===== config.mk =====
export PLATFORM = sky130hd
export DESIGN_NAME = axi_to_mem
export DESIGN_NICKNAME = d
export VERILOG_FILES = /design/src/rtl/axi_to_mem_pkg.sv /design/src/rtl/soc_pkg.sv /design/src/rtl/axi_burst_addr.sv /design/src/rtl/axi_to_mem.sv
export SDC_FILE = /design/constraint.sdc
export NUM_CORES = 1
export LEC_CHECK = 0
export CAP_MARGIN = 20
export CORE_AREA = 2 2 192 194
export CTS_CLUSTER_SIZE = 12
export DETAILED_ROUTE_END_ITERATION = 16
export DIE_AREA = 0 0 194 196
export GPL_TIMING_DRIVEN = 0
export PLACE_DENSITY_LB_ADDON = 0.1
export SYNTH_ARGS = -nofsm -noshare
export SYNTH_HDL_FRONTEND = slang
export SYNTH_HIERARCHICAL = 1
export SYNTH_SLANG_ARGS = --single-unit

===== constraint.sdc =====
create_clock -name clk_i -period 4.5 [get_ports clk_i]
set_input_delay 1.35 -clock clk_i [delete_from_list [all_inputs] [get_ports clk_i]]
set_output_delay 1.35 -clock clk_i [all_outputs]
set_load 0.05 [all_outputs]

===== src/rtl/axi_to_mem_pkg.sv =====
// +----------------------------------------------------------------------------+
// | axi_to_mem_pkg : FSM state encoding for the AXI-to-SRAM bridge               |
// | Revision: 1.0                                                               |
// +----------------------------------------------------------------------------+
`default_nettype none

package axi_to_mem_pkg;

  typedef enum logic [2:0] {
    ST_IDLE  = 3'd0,
    ST_WRITE = 3'd1,
    ST_WRESP = 3'd2,
    ST_READ  = 3'd3,
    ST_RDATA = 3'd4
  } state_e;

endpackage

`default_nettype wire


===== src/rtl/soc_pkg.sv =====
// +----------------------------------------------------------------------------+
// | soc_pkg : SoC AXI4 slave-port types, burst encodings and response codes      |
// | Revision: 1.0                                                               |
// +----------------------------------------------------------------------------+
`default_nettype none

package soc_pkg;

  localparam int unsigned ID_W   = 4;
  localparam int unsigned ADDR_W = 64;
  localparam int unsigned DATA_W = 64;
  localparam int unsigned STRB_W = DATA_W / 8;

  typedef enum logic [1:0] {
    BURST_FIXED = 2'd0,
    BURST_INCR  = 2'd1,
    BURST_WRAP  = 2'd2
  } burst_e;

  localparam logic [1:0] RESP_OKAY   = 2'b00;
  localparam logic [1:0] RESP_SLVERR = 2'b10;

  typedef struct packed {
    logic [ID_W-1:0]   id;
    logic [ADDR_W-1:0] addr;
    logic [7:0]        len;
    logic [2:0]        size;
    logic [1:0]        burst;
  } ax_chan_t;

  typedef struct packed {
    logic [DATA_W-1:0] data;
    logic [STRB_W-1:0] strb;
    logic              last;
  } w_chan_t;

  typedef struct packed {
    logic [ID_W-1:0] id;
    logic [1:0]      resp;
  } b_chan_t;

  typedef struct packed {
    logic [ID_W-1:0]   id;
    logic [DATA_W-1:0] data;
    logic [1:0]        resp;
    logic              last;
  } r_chan_t;

  typedef struct packed {
    ax_chan_t aw;
    logic     aw_valid;
    w_chan_t  w;
    logic     w_valid;
    ax_chan_t ar;
    logic     ar_valid;
    logic     b_ready;
    logic     r_ready;
  } s_req_t;

  typedef struct packed {
    logic    aw_ready;
    logic    w_ready;
    logic    ar_ready;
    b_chan_t b;
    logic    b_valid;
    r_chan_t r;
    logic    r_valid;
  } s_resp_t;

endpackage

`default_nettype wire


===== src/rtl/axi_burst_addr.sv =====
// +----------------------------------------------------------------------------+
// | axi_burst_addr : combinational AXI4 next-beat address (FIXED/INCR/WRAP)      |
// | Revision: 1.0                                                               |
// +----------------------------------------------------------------------------+
`default_nettype none

module axi_burst_addr
  import soc_pkg::*;
#(
  parameter int unsigned ADDR_WIDTH = 64
) (
  input  logic [ADDR_WIDTH-1:0] addr_i,
  input  logic [7:0]            len_i,
  input  logic [2:0]            size_i,
  input  logic [1:0]            burst_i,
  output logic [ADDR_WIDTH-1:0] next_addr_o
);

  logic [ADDR_WIDTH-1:0] step;
  logic [ADDR_WIDTH-1:0] aligned;
  logic [ADDR_WIDTH-1:0] incr;
  logic [ADDR_WIDTH-1:0] wrap_mask;
  logic                  wrap_len_ok;

  always_comb begin
    step        = ADDR_WIDTH'(1) << size_i;
    aligned     = addr_i & ~(step - ADDR_WIDTH'(1));
    incr        = aligned + step;
    wrap_mask   = ((ADDR_WIDTH'(len_i) + ADDR_WIDTH'(1)) << size_i) - ADDR_WIDTH'(1);
    wrap_len_ok = (len_i == 8'd1) || (len_i == 8'd3) || (len_i == 8'd7) || (len_i == 8'd15);
    next_addr_o = incr;
    if (burst_i == BURST_FIXED) begin
      next_addr_o = addr_i;
    end else if ((burst_i == BURST_WRAP) && wrap_len_ok) begin
      // Non power-of-two WRAP lengths fall through to INCR.
      next_addr_o = (addr_i & ~wrap_mask) | (incr & wrap_mask);
    end
  end

endmodule

`default_nettype wire


===== src/rtl/axi_to_mem.sv =====
// +----------------------------------------------------------------------------+
// | axi_to_mem : AXI4 slave to 1-cycle-latency single-port SRAM bridge           |
// | Optional macro AXI_TO_MEM_RANGE_CHECK_EN enables window range SLVERR.        |
// | Revision: 1.0                                                               |
// +----------------------------------------------------------------------------+
`default_nettype none

module axi_to_mem
  import soc_pkg::*;
  import axi_to_mem_pkg::*;
#(
  parameter logic [63:0]  MEM_BASE   = 64'h0,
  parameter int unsigned  MEM_SIZE   = 29,
  parameter int unsigned  DATA_WIDTH = 64,
  parameter type          req_t      = soc_pkg::s_req_t,
  parameter type          resp_t     = soc_pkg::s_resp_t,
  localparam int unsigned NB         = DATA_WIDTH / 8,
  localparam int unsigned OFF_W      = $clog2(NB)
) (
  input  logic                      clk_i,
  input  logic                      arst_ni,
  input  req_t                      req_i,
  output resp_t                     resp_o,
  output logic                      mem_en_o,
  output logic                      mem_we_o,
  output logic [MEM_SIZE-OFF_W-1:0] mem_addr_o,
  output logic [DATA_WIDTH-1:0]     mem_wdata_o,
  output logic [NB-1:0]             mem_strb_o,
  input  logic [DATA_WIDTH-1:0]     mem_rdata_i
);

`ifdef AXI_TO_MEM_RANGE_CHECK_EN
  localparam bit RANGE_CHECK = 1'b1;
`else
  localparam bit RANGE_CHECK = 1'b0;
`endif
  localparam logic [2:0] MAX_SIZE = 3'(OFF_W);

  function automatic logic oob(input logic [63:0] a);
    logic [64:0] diff;
    diff = {1'b0, a} - {1'b0, MEM_BASE};
    return RANGE_CHECK && (diff[64] || ((diff[63:0] >> MEM_SIZE) != 64'd0));
  endfunction

  state_e          state_q, state_d;
  logic [ID_W-1:0] id_q, id_d;
  logic [63:0]     addr_q, addr_d;
  logic [7:0]      len_q, len_d, beat_q, beat_d;
  logic [2:0]      size_q, size_d;
  logic [1:0]      burst_q, burst_d;
  logic            err_q, err_d;
  logic            last_write_q, last_write_d;
  logic [63:0]     next_addr;
  logic [63:0]     offset;
  logic            grant_write;
  ax_chan_t        ax;
  logic            unused_bits;

  axi_burst_addr #(.ADDR_WIDTH(64)) u_burst_addr (
    .addr_i      (addr_q),
    .len_i       (len_q),
    .size_i      (size_q),
    .burst_i     (burst_q),
    .next_addr_o (next_addr)
  );

  // Out-of-window bits are discarded, which gives modulo addressing without the range check.
  assign offset      = addr_q - MEM_BASE;
  assign unused_bits = ^{offset[63:MEM_SIZE], offset[OFF_W-1:0], req_i.w.last};

  always_comb begin
    state_d      = state_q;
    id_d         = id_q;
    addr_d       = addr_q;
    len_d        = len_q;
    size_d       = size_q;
    burst_d      = burst_q;
    beat_d       = beat_q;
    err_d        = err_q;
    last_write_d = last_write_q;
    resp_o       = '0;
    mem_en_o     = 1'b0;
    mem_we_o     = 1'b0;
    mem_addr_o   = '0;
    mem_wdata_o  = '0;
    mem_strb_o   = '0;
    grant_write  = req_i.aw_valid && (!req_i.ar_valid || !last_write_q);
    ax           = grant_write ? req_i.aw : req_i.ar;

    unique case (state_q)
      ST_IDLE: begin
        if (grant_write || req_i.ar_valid) begin
          resp_o.aw_ready = grant_write;
          resp_o.ar_ready = !grant_write;
          id_d            = ax.id;
          addr_d          = ax.addr;
          len_d           = ax.len;
          size_d          = ax.size;
          burst_d         = ax.burst;
          beat_d          = '0;
          err_d           = oob(ax.addr) || (ax.size > MAX_SIZE);
          last_write_d    = grant_write;
          state_d         = grant_write ? ST_WRITE : ST_READ;
        end
      end
      ST_WRITE: begin
        resp_o.w_ready = 1'b1;
        if (req_i.w_valid) begin
          if (!err_q) begin
            mem_en_o    = 1'b1;
            mem_we_o    = 1'b1;
            mem_addr_o  = offset[MEM_SIZE-1:OFF_W];
            mem_wdata_o = req_i.w.data;
            mem_strb_o  = req_i.w.strb;
          end
          if (beat_q == len_q) begin
            state_d = ST_WRESP;
          end else begin
            addr_d = next_addr;
            beat_d = beat_q + 8'd1;
            err_d  = err_q || oob(next_addr);
          end
        end
      end
      ST_WRESP: begin
        resp_o.b_valid = 1'b1;
        resp_o.b.id    = id_q;
        resp_o.b.resp  = err_q ? RESP_SLVERR : RESP_OKAY;
        if (req_i.b_ready) state_d = ST_IDLE;
      end
      ST_READ: begin
        if (!err_q) begin
          mem_en_o   = 1'b1;
          mem_addr_o = offset[MEM_SIZE-1:OFF_W];
        end
        state_d = ST_RDATA;
      end
      ST_RDATA: begin
        resp_o.r_valid = 1'b1;
        resp_o.r.id    = id_q;
        resp_o.r.last  = (beat_q == len_q);
        resp_o.r.data  = err_q ? '0 : mem_rdata_i;
        resp_o.r.resp  = err_q ? RESP_SLVERR : RESP_OKAY;
        if (req_i.r_ready) begin
          if (beat_q == len_q) begin
            state_d = ST_IDLE;
          end else begin
            addr_d  = next_addr;
            beat_d  = beat_q + 8'd1;
            err_d   = err_q || oob(next_addr);
            state_d = ST_READ;
          end
        end
      end
      default: state_d = ST_IDLE;
    endcase
  end

  // last_write resets high so that the very first aw/ar tie goes to the read.
  always_ff @(posedge clk_i or negedge arst_ni) begin
    if (!arst_ni) begin
      state_q      <= ST_IDLE;
      id_q         <= '0;
      addr_q       <= '0;
      len_q        <= '0;
      size_q       <= '0;
      burst_q      <= '0;
      beat_q       <= '0;
      err_q        <= 1'b0;
      last_write_q <= 1'b1;
    end else begin
      state_q      <= state_d;
      id_q         <= id_d;
      addr_q       <= addr_d;
      len_q        <= len_d;
      size_q       <= size_d;
      burst_q      <= burst_d;
      beat_q       <= beat_d;
      err_q        <= err_d;
      last_write_q <= last_write_d;
    end
  end

endmodule

`default_nettype wire


After elaboration in Yosys (flattened, before gate mapping). Cells that the tools add are included.

Bits in registers: 94. Bits in latches: 0. Bits in writable memories: 0. ROM bits: 0. Logic and storage cells: 97. Memories: 0.

Add/sub/neg operators: 5. Multiply operators: 0. Div/mod/pow operators: 0. Magnitude comparators: 1. Equality and inequality tests: 15. Shift-type cells: 2. Mux-type cells: 43. Bitwise operators: 6. Reduce and logical (&&, ||, !) cells: 16.

Operators by type and width (number): $mux W64 (10); $and A64 B64 Y64 (3); $pmux W64 S3 (1); $not A64 Y64 (2); $sub A64 B1 Y64 const B (2); $mux W81 (1); $mux W72 (1); $add A64 B64 Y64 (1); $or A64 B64 Y64 (1); $shl A1 B3 Y64 const A (1); $shl A64 B3 Y64 (1); $mux W8 (7); $mux W26 (2); $pmux W26 S2 (1); $pmux W8 S3 (1); $mux W3 (5); $pmux W3 S5 (1); $ne A2 B2 Y1 const B (5); $add A8 B1 Y9 const B (1); $add A8 B1 Y8 const B (1); $eq A8 B1 Y1 const B (1); $eq A8 B2 Y1 const B (1); $eq A8 B3 Y1 const B (1); $eq A8 B4 Y1 const B (1); other kinds (19) (36).

Logic depth before layout (Yosys ltp). Gate-level depths: netlist of run 1.

Word-level depth: 12. Gate-level depth with buffers: 17. Mapped depth without buffers: 15.

Modules after synthesis. The synthesis of run 1 kept the hierarchy.

By module, submodules not included: axi_to_mem (times used 1, cells each 817, area each 6424.9 um2, seq. area each 2328.5 um2); axi_burst_addr (times used 1, cells each 524, area each 3419.5 um2, seq. area each 0.0 um2).

Least setup slack after synthesis of run 1. Ideal clock, no wire load.

Kind: input to output. Start: input port req_i[84] (netlist name). End: output port mem_strb_o[0]. Arrival time: 2.938 ns. Data required time: 3.150 ns. Path slack: 0.212 ns. Stages on the path: 3. Cells stage by stage: nor4b_2 clkbuf_1 and2_1.

Word-level cells in the longest chain between the ends: 2.

Ends and longest elaborated chain: from (decl) (line axi_to_mem.sv:22) `input req_t req_i,`; $mux W8 (line axi_to_mem.sv:108) `if (req_i.w_valid) begin`; $mux W8 (line axi_to_mem.sv:90) `unique case (state_q)`; to (decl) (line axi_to_mem.sv:28) `output logic [NB-1:0] mem_strb_o,`.

Every way passes these cells.

==> impl_metrics.ini, run 1 <==
[cells_and_area]
seqCellArea_mm2 = 0.001454
syn_to_final_growth_pct = 71.81
nFillCells = 4040
multi_input_area_mm2 = 0.005000
drive_above_1_share_pct = 14.77
finalNetCount = 1698
finalInstanceArea_mm2 = 0.01185
instances_no_fill = 1865

[critical_path]
cp.required_ps = 3150
reg2reg_to = addr_q[28]
ff2ff_setup_slack_ps = 270
cp-end-kind = primary output
crit_top_cell = clkdlybuf4s50_1
worst_ep_arrival_time_ps = 3160
crit_chain = clkdlybuf4s50_1 -> and2_1 -> clkdlybuf4s50_1
setup.worst_path.class = input port to primary output
slowest_delay_ps = 870
cp_slowest_cell = clkdlybuf4s50_1
startpoint_type = input port
cp_max_fo = 1
reg2reg_depth = 14
rr_startpoint = size_q[2]

[global_route]
grt_pass1_vias = 9010
antenna_found_initial = 29
gr-total-overflow = 0
grt_max_degree = 59
grt_pass1_wl_um = 66070
gr-usage-all-layers_pct = 24.41

[timing]
skew_ps = 13.30
fmax_mhz = 221.8
finalHoldViolations = 0
setup_viol = 1
rsz0062_at_grt = no
post-route-min-period_ps = 4509
tightest_slew_ps = 1160
post-route-period-util_pct = 100.2
slew_violations = 0
max-slew-margin-rel_pct = 21.67
worst_slack_ps = -9.032

[synth]
postSynthCellCount = 954
yosys_warnings = 6
syn_avg_cell_area_um2 = 7.227
syn-cell-area_mm2 = 0.006894

[placed_design]
placed_area_mm2 = 0.01163
dp.cells = 1838
gp_congestion = 0.9278
dp_hpwl_um = 41640
port_buffers = 414

[clock_tree]
cts_tree = done
clock_sinks = 58
cts_root_buf = clkbuf_16
clk_path_buf_depth = 2
clk_latency_ps = 350
numCtsBuffers = 9
cts.clk_slew.worst_paths_ps = 60
ctsHtreeMaxLevel = 3

[power]
leakagePower_uw = 0.005438
ir_worst_vdd_v = 0.0002086
p_per_area_mw_per_mm2 = 642.7

[worst_hold_path]
min_to = last_write_q
min_path_cells = 2
min_from = last_write_q
min_path_type = register to register

[route]
drt_iter0_drc = 726
route.detailed.drc = 0
vias_per_cell = 4.881
dr.pass1.iters = 5
post_drt_wl_per_cell_um = 25.81
ant_nets = 0
wl_um = 48130
vias = 9103

[flow_run]
cap_viol_max_count = 0

[die]
core-area_mm2 = 0.03608
die_w_um = 194
rows = 70
pin_count = 488
start_util_pct = 19.11
die_h_um = 196
die-area_mm2 = 0.03802

[run_status]
violations = negative setup slack
status = finished, violations left
## cells in the final DEF, fill, tap and decap left out, types with 12 or more instances in the layout
cell type          n
buf_2             63
clkbuf_4          30
inv_1             16
o22a_1            30
clkdlybuf4s15_2   17
nor3_1            18
xor2_1            26
nand3_1           20
and2_1           180
clkbuf_1          45
nand2_1          129
buf_4             16
dfrtp_1           56
clkdlybuf4s50_1  269
xnor2_1           14
nor2_1            83
o21ai_0           19
a31oi_1           23
dlymetal6s2s_1    38
a21oi_1           30
clkbuf_2          19
a32oi_1           30
nor4_1            12
## layer usage
layer / global-route usage [%] / routed length [um] / part of all wire, % / vias up
met2: 38.50 / 21600 / 45 / 413
met4: 4.658 / 435 / 0.90 / 4
met5: 0 / 29 / 0.060 / -
li1: - / - / - / 4240
met3: 9.524 / 4935 / 10 / 24
met1: 31.70 / 21130 / 44 / 4422
## per-stage QoR
step	hold WS (ps)	util, %	TNS, ps	setup slack [ps]	total power, uW
after detailed placement	522.8	32.23	-101850	-1295	6901
after global placement	513.4	32.22	-121680	-1437	6919
after floorplan	467.6	-	0	212.5	5002
after CTS	533.1	32.74	-64.67	-64.67	7588
after global routing	555.9	32.81	0	0.7347	8148
final	533.0	32.83	-9.032	-9.032	7613
## worst max-delay path by stage
stage                               start         endpoint  slack, ps  cells after the start
after floorplan                 req_i[84]    mem_strb_o[0]        210                      3
after global placement          req_i[84]   mem_addr_o[24]      -1440                      6
after detailed placement         req_i[2]       resp_o[79]      -1300                      8
after CTS                        req_i[2]       resp_o[79]        -60                      7
after global routing            req_i[84]  mem_wdata_o[20]        0.7                      6
final                     mem_rdata_i[61]       resp_o[65]         -9                      3
## registers in the layout, indices dropped and copies added (netlist names)
name,count
beat_q,8
addr_q,29
last_write_q,1
burst_q,2
state_q,3
size_q,3
len_q,8
id_q,4
## worst max-delay path: cells and delay by family
family,cells,cell delay (ps)
buf+inv,2,1480
simple gates,1,320
## cell type report
| type | count | share of cell area (%) |
|---|---|---|
| clock inverters | 6 | 0.5598 |
| flip-flops and latches | 58 | 12.27 |
| multi-input cells | 783 | 42.21 |
| repair buffers | 418 | 33.52 |
| well taps | 468 | 4.943 |
| diodes | 9 | 0.1901 |
| inverters | 19 | 0.6021 |
| plain buffers | 94 | 3.686 |
| clock buffers | 10 | 2.018 |
## where the power goes
part	internal [uW]	switching (uW)
combinational	2090	3600
clock	444	283
sequential	775	426
## timing repair
item	4_1_cts	5_1_grt
buffers inserted	3	0
endpoints found under the setup margin	171	144
pin swaps	1	0
resized for setup	413	158
hold buffers	0	0
Power figures use the tool's default switching activity.
==> run 2, diff against run 1 <==
- SKIP_CTS_REPAIR_TIMING: not set -> 1
==> impl_metrics.ini, run 2 (synthesis results as in run 1) <==
[global_route]
grt_pass1_vias = 9001
gr-total-overflow = 0
grt_max_degree = 59
grt_pass1_wl_um = 65950
gr-usage-all-layers_pct = 24.40
antenna_found_initial = 32

[cells_and_area]
layout_common_cells = clkdlybuf4s50_1, and2_1, nand2_1
largest-register = addr_q
largest_registers = addr_q x29, beat_q x8, len_q x8
largest_reg_flops = 29
fin_util_pct = 32.54
seqCellArea_mm2 = 0.001454
syn_to_final_growth_pct = 70.31
final_common_cell = clkdlybuf4s50_1
finalNetCount = 1697
instances_no_fill = 1866
drive_above_1_share_pct = 14.20
multi_input_area_mm2 = 0.004992
nFillCells = 4038
finalInstanceArea_mm2 = 0.01174

[critical_path]
crit_top_cell = clkdlybuf4s50_1
cp.required_ps = 3150
crit_chain = clkdlybuf4s50_1 -> and2_1 -> clkdlybuf4s50_1
startpoint_type = input port
crit_buf_inv = 2
worst_ep_arrival_time_ps = 3170
cp-end-kind = primary output
crit_family = buffers and inverters
slowest_delay_ps = 860
setup.worst_path.class = input port to primary output
cp_slowest_cell = clkdlybuf4s50_1
cp_max_fo = 1

[timing]
slew_violations = 0
fin_tns_setup_ps = -24.76
max-slew-margin-rel_pct = 22.98
post-route-period-util_pct = 100.6
tightest_slew_ps = 1140
worst_slack_ps = -24.76
rsz0062_at_grt = yes
skew_ps = 13.11
fmax_mhz = 221.0
setup_viol = 1
finalHoldViolations = 0
post-route-min-period_ps = 4525

[route]
vias_per_cell = 4.898
post_drt_wl_per_cell_um = 25.72
route.detailed.drc = 0
drt_iter0_drc = 709
wl_um = 47990
vias = 9139
dr.pass1.iters = 5
ant_nets = 0

[clock_tree]
numCtsBuffers = 9
clk_latency_ps = 350
clock_sinks = 58
clk_path_buf_depth = 2
ctsHtreeMaxLevel = 3
cts_root_buf = clkbuf_16
cts.clk_slew.worst_paths_ps = 60
cts_tree = done

[power]
p_sw_uw = 4290
p_int_uw = 3287
p_clk_share_pct = 9.6
ir_worst_vdd_v = 0.0002082
seqPwrFrac_pct = 15.8
swShare_pct = 56.62
p_per_area_mw_per_mm2 = 645.3
leakagePower_uw = 0.005583
totalPowerFinal_uw = 7576
power_frac_comb_pct = 74.6

[die]
pin_count = 488
start_util_pct = 19.11
rows = 70
die_h_um = 196
core-area_mm2 = 0.03608
die-area_mm2 = 0.03802
die_w_um = 194

[run_status]
status = finished, violations left
violations = negative setup slack

[placed_design]
gp_congestion = 0.9278
dp.cells = 1838
port_buffers = 414
dp_hpwl_um = 41640
placed_area_mm2 = 0.01163

[flow_run]
cap_viol_max_count = 0

[worst_hold_path]
min_path_type = register to register
==> run 2: changes by cell type in the layout (fill, tap and decap cells not counted), moves of 2 or more <==
cell	change
dlymetal6s2s_1	+12
buf_4	-6
clkdlybuf4s18_2	-3
buf_2	-35
diode_2	+2
clkbuf_4	-12
clkbuf_2	+65
dlygate4sd2_1	-5
clkdlybuf4s15_2	-17
==> run 2: per-layer routing <==
layer  vias to the layer above  global-route usage [%]  share of wire [%]  routed length [um]
met5                         -                       0              0.092                  44
met4                         6                   5.191               0.70                 336
met3                        34                   9.507                 11                5445
met2                       442                   38.16                 45               21730
met1                      4420                   31.76                 43               20440
li1                       4237                       -                  -                   -
==> run 2: cell type report <==
type / instances / area share, %
Clock buffer: 10 / 2.035
Tap cell: 468 / 4.987
Clock inverter: 6 / 0.5648
Timing Repair Buffer: 417 / 32.95
Buffer: 94 / 3.719
Antenna cell: 11 / 0.2344
Inverter: 19 / 0.6074
Multi-Input combinational cell: 783 / 42.52
Sequential cell: 58 / 12.38
==> run 2: worst paths after layout <==
check                                startpoint           end  slack (ps)  cells past startpoint
min in group asynchronous               arst_ni     size_q[0]        1080                      1
max in group asynchronous               arst_ni     addr_q[5]        2800                      1
worst min-delay path               last_write_q  last_write_q         530                      2
worst max-delay path            mem_rdata_i[61]    resp_o[65]         -20                      3
worst min register to register     last_write_q  last_write_q         530                      2
worst max register to register         len_q[1]    addr_q[15]         340                     15
==> run 2: per-stage QoR <==
step                      hold WS, ps  setup WS (ps)
after floorplan                 467.6          212.5
after global placement          513.4          -1437
after detailed placement        522.8          -1295
after CTS                       533.1          -1302
after global routing            555.9         -54.90
final                           534.6         -24.76
==> run 2: power groups by stage <==
stage               sequential, uW  combinational (uW)  clock, uW
floorplan                     1010                3990          0
global placement              1210                5710          0
detailed placement            1210                5690          0
CTS                           1200                5720        741
global route                  1250                6120        762
finish                        1200                5650        727
==> run 2: worst reg2reg max path, cell delays in order, from the launching register on <==
cell      delay, ps
dfrtp_1         560
ha_1            220
clkbuf_2        190
nand3_1         240
or3_1           410
a21o_1          220
a32oi_1         630
or4_1           320
nor2_1           60
ha_1            270
a21oi_1          70
mux2_2          280
a22o_1          180
nor2_1          140
a32oi_1          70
o22a_1          200
